$ cat config.mk
export PLATFORM = sky130hd
export DESIGN_NAME = modport_mem
export DESIGN_NICKNAME = d
export VERILOG_FILES = /design/src/rtl/modport_mem.sv
export SDC_FILE = /design/constraint.sdc
export NUM_CORES = 2
export LEC_CHECK = 0
export CAP_MARGIN = 20
export CELL_PAD_IN_SITES_DETAIL_PLACEMENT = 1
export CELL_PAD_IN_SITES_GLOBAL_PLACEMENT = 2
export CORE_MARGIN = 5
export CORE_UTILIZATION = 42
export DETAILED_ROUTE_END_ITERATION = 7
export GPL_TIMING_DRIVEN = 0
export PLACE_DENSITY_LB_ADDON = 0.1
export SKIP_CTS_REPAIR_TIMING = 1
export SYNTH_ARGS = -nofsm -noshare
export SYNTH_HDL_FRONTEND = slang
export SYNTH_SLANG_ARGS = --single-unit
$ cat constraint.sdc
create_clock -name clk -period 3.25 [get_ports clk]
set_clock_uncertainty 0.05 [all_clocks]
set_input_delay 0.325 -clock clk [delete_from_list [all_inputs] [get_ports clk]]
set_output_delay 0.325 -clock clk [all_outputs]
set_load 0.03 [all_outputs]
$ cat src/rtl/modport_mem.sv
// Single-port word memory behind a valid/ready handshake.
// Each accepted transfer costs two cycles: IDLE (accept) then BUSY (recover).
// Reset clears every word in one edge and parks the FSM in INIT for a cycle.
module modport_mem #(
   parameter int unsigned WIDTH      = 16,
   parameter int unsigned ADDR_WIDTH = 6
) (
   input  logic                  clk,
   input  logic                  rst,
   input  logic [ADDR_WIDTH-1:0] addr,
   input  logic [WIDTH-1:0]      wdata,
   input  logic                  wt_rd,
   input  logic                  valid,
   output logic [WIDTH-1:0]      rdata,
   output logic                  ready
);

   localparam int unsigned DEPTH = 1 << ADDR_WIDTH;

   typedef enum logic [1:0] {
      ST_INIT = 2'd0,
      ST_IDLE = 2'd1,
      ST_BUSY = 2'd2
   } state_e;

   state_e           state_q, state_d;
   logic             ready_q, ready_d;
   logic [WIDTH-1:0] rdata_q, rdata_d;
   logic [WIDTH-1:0] mem_q [DEPTH];
   logic [WIDTH-1:0] mem_d [DEPTH];

   logic accept_c;
   logic wr_en_c;
   logic rd_en_c;

   // State register; reset forces INIT regardless of any in-flight transfer.
   always_ff @(posedge clk) begin
      if (!rst) begin
         state_q <= ST_INIT;
      end else begin
         state_q <= state_d;
      end
   end

   // Next-state: INIT leaves after one cycle, IDLE waits for valid, BUSY always returns.
   always_comb begin
      state_d = state_q;
      unique case (state_q)
         ST_INIT: state_d = ST_IDLE;
         ST_IDLE: if (valid) state_d = ST_BUSY;
         ST_BUSY: state_d = ST_IDLE;
         default: state_d = ST_INIT;
      endcase
   end

   // Transfer strobes: a request counts only when sampled in IDLE.
   always_comb begin
      accept_c = 1'b0;
      wr_en_c  = 1'b0;
      rd_en_c  = 1'b0;
      if (state_q == ST_IDLE) begin
         accept_c = valid;
         wr_en_c  = valid & wt_rd;
         rd_en_c  = valid & ~wt_rd;
      end
   end

   // Datapath next values; ready tracks the next state so it is high exactly in IDLE.
   always_comb begin
      mem_d   = mem_q;
      rdata_d = rdata_q;
      ready_d = (state_d == ST_IDLE);
      if (wr_en_c) begin
         mem_d[addr] = wdata;
      end
      if (rd_en_c) begin
         rdata_d = mem_q[addr];
      end
   end

   // Datapath registers; reset wins over a write presented on the same edge.
   always_ff @(posedge clk) begin
      if (!rst) begin
         ready_q <= 1'b0;
         rdata_q <= '0;
         for (int unsigned i = 0; i < DEPTH; i++) begin
            mem_q[i] <= '0;
         end
      end else begin
         ready_q <= ready_d;
         rdata_q <= rdata_d;
         mem_q   <= mem_d;
      end
   end

   assign rdata = rdata_q;
   assign ready = ready_q;

endmodule

==> out/metrics.yaml <==
run:
  cap_violations: 0
logic_synthesis:
  yosysUniqueCellTypes: 50
  seq_area_frac_synth: 0.461
  ys_async_sr_fraction: 0
  synth_area_um2: 45300
  synth_nets: 5342
  syn_avg_cell_area_um2: 8.52
  synth_edf_count: 0
  synth-seq-cells: 1043
  yosys_warnings: 0
  ys.flop_type: "dfxtp_1"
  netlist_instances: 5316
hold_path:
  hold_path_end: "rdata[11]$_SDFFE_PN0P_"
  holdPathStages: 3
  hp-start: "rst"
  hold_path_class: "input port to register"
critical_path:
  critPathRequiredTime_ns: 3.79
  worstPathCellList: "clkdlybuf4s50_1 > buf_2 > nor2_2 > nand2_1 > buf_2 > clkbuf_1 > nor2_1 > a311oi_1 > a31oi_1"
  cp_slowest_cell: "clkdlybuf4s50_1"
  cp_slowest_stage_delay_ns: 0.57
  crit_top_cell: "buf_2"
  r2r_start: "state_q[1]$_SDFF_PN0_"
  cp-end-kind: "register"
  crit_fanout: 10
  reg2reg_to: "mem_q[10]$_SDFFE_PN0P_"
  path_class: "input port to register"
  r2r_setup_slack_ns: 0.06
  start_kind: "input port"
  worstPathArrival_ns: 3.76
  ff2ff_path_depth: 7
power_and_ir_drop:
  p_comb_frac: 0.064
  clkPwrFrac: 0.494
  peakVddDrop_uv: 421
  cellLeakagePower_nw: 17.2
  p_sw_mw: 7.31
  cellInternalPower_mw: 21.7
  power_frac_seq: 0.442
  p_per_area_nw_per_um2: 563
  switching_share: 0.252
sta:
  slew_headroom: 0.171
  fin_crit_sh: 0.991
  worst_slew_pin_slew_ns: 1.24
  setup_viol: 0
  max_freq_mhz: 310
  min_period_ns: 3.22
  drv_slew: 0
  finalHoldViolCount: 0
  setup_ws_ns: 0.0293
  holdWs_ns: 0.0707
  rsz0062_at_grt: "no"
place:
  port_buffers: 22
  globalplace.congestion: 0.973
  dp_hpwl_mm: 148
  place_ws_ns: -0.695
clock_network:
  cts_sinks: 1043
  clock_latency_ns: 0.72
  cts_tree: "done"
  clk_path_buf_depth: 3
  h-tree-depth: 3
  cts.root.buffer_cell: "clkbuf_16"
  numCtsBuffers: 120
  clk_pin_slew_worst_paths_ns: 0.06
global_routing:
  grt_pass1_wl_mm: 294
  first_global_vias: 41000
  overflow: 0
  grt_max_degree: 16
  antenna_found_initial: 11
  gr-usage-all-layers: 0.349
floorplanning:
  die_y_um: 338
  core_um2: 107000
  ios: 43
  die_w_um: 338
  start_util: 0.423
  rows: 120
  die_area_um2: 114000
routing:
  vias: 41100
  drt_iter0_drc: 3654
  via_per_inst: 5.89
  dr.pass1.iters: 6
  wl_per_cell_um: 29.7
  wl_mm: 207
  antenna_left: 0
  drc: 0
outcome:
  status: "finished, final reports clean"
layout:
  fin_nets: 5494
  syn2layout_area_growth_pct: 13.9
  final_common_cell: "nand2_1"
  final_cell_mix: "nand2_1, dfxtp_1, a21oi_1, mux2i_1, clkbuf_1"
  drive_gt1_frac: 0.108
  fillCellCount: 12700
-- layout make-up --
class                           count  area (um^2)  share of cell area
Inverter                            3         11.3            0.000218
Buffer                            471         2220              0.0430
Tap cell                         1403         1760              0.0340
Clock inverter                     31          425             0.00825
Timing Repair Buffer               31          344             0.00667
Clock buffer                      192         3710              0.0720
Antenna cell                        8         20.0            0.000388
Multi-Input combinational cell   3798        22200               0.430
Sequential cell                  1043        20900               0.405
-- worst max-delay path by stage --
stage / start / to / slack [ns] / cells after the start
after floorplan: addr[2] / rdata[14]$_SDFFE_PN0P_ / 1.15 / 7
after global placement: valid / mem_q[699]$_SDFFE_PN0P_ / -1.13 / 7
after detailed placement: valid / mem_q[679]$_SDFFE_PN0P_ / -0.70 / 9
after CTS: state_q[1]$_SDFF_PN0_ / mem_q[679]$_SDFFE_PN0P_ / -0.12 / 8
after global routing: addr[3] / mem_q[202]$_SDFFE_PN0P_ / 0.06 / 8
final: addr[5] / rdata[2]$_SDFFE_PN0P_ / 0.03 / 9
-- cell families (layout without fill, tap and decap cells) --
logic type | Yosys count | after routing | share of synthesized area
flip-flops | 1043 | 1043 | 0.461
multiplexers | 607 | 607 | 0.176
buffers and inverters | 475 | 728 | 0.0492
AND/OR/NAND/NOR | 2148 | 2148 | 0.191
AO/OA/AOI/OAI | 1043 | 1043 | 0.123
other | 0 | 8 | 0
-- power groups by stage --
stage               Combinational, mW  Sequential, mW  Clock (mW)
CTS                              1.81            12.8        14.4
global route                     1.88            12.8        15.0
finish                           1.86            12.8        14.4
detailed placement               1.81            13.1           0
global placement                 1.79            13.1           0
floorplan                       0.889            13.1           0
-- cell usage after synthesis (2+ instances only) --
library cell	number	share of area
nand2_1	1761	0.15
dfxtp_1	1043	0.46
a21oi_1	861	0.095
mux2i_1	451	0.10
clkbuf_1	275	0.023
nor2_1	238	0.020
mux4_2	150	0.075
buf_2	121	0.013
a22oi_1	55	0.0091
nand3_1	47	0.0052
buf_4	44	0.0073
o22ai_1	42	0.0058
o21ai_0	35	0.0039
nor2_2	29	0.0040
a31oi_1	22	0.0030
buf_1	16	0.0013
buf_6	14	0.0035
and3_1	12	0.0017
nor2_8	12	0.0053
nor2_4	11	0.0027
a221oi_1	7	0.0014
o22a_1	7	0.0014
mux2_2	6	0.0015
nor3_1	6	0.00066
o41a_1	6	0.0015
nand2b_1	5	0.00069
and2_1	4	0.00055
nand3_4	4	0.0015
nor2b_1	4	0.00055
or3_1	4	0.00055
buf_8	2	0.00066
nand3b_1	2	0.00033
o221ai_1	2	0.00039
o31a_1	2	0.00039
-- layer usage --
layer	track usage	wire length [um]	vias up
met3	0.0653	15600	424
met1	0.469	88400	20900
met4	0.167	11500	4
met5	0	28	-
li1	-	-	18200
met2	0.545	91500	1576
-- metrics by stage --
stage | cells | area, um^2 | power, mW | TNS (ns) | util
floorplan | 5316 | 45300 | 14.0 | 0 | -
finish | 6980 | 51600 | 29.0 | 0 | 0.482
CTS | 6972 | 51500 | 29.1 | -3.46 | 0.481
global placement | 6741 | 47300 | 14.9 | -355.14 | 0.441
detailed placement | 6749 | 47400 | 14.9 | -170.19 | 0.443
global route | 6975 | 51500 | 29.7 | 0 | 0.482
-- critical path: cells and delay by family --
| kind | cells | cell delay (ns) |
|---|---|---|
| AOI/OAI and AO/OA | 2 | 0.57 |
| buffers and inverters | 4 | 1.97 |
| and+or+nand+nor | 3 | 0.87 |
-- registers in the layout, indices dropped and copies added (netlist names) --
name     cells
rdata       16
state_q      2
ready        1
mem_q     1024
No activity file was read; power rests on OpenSTA's default activity.
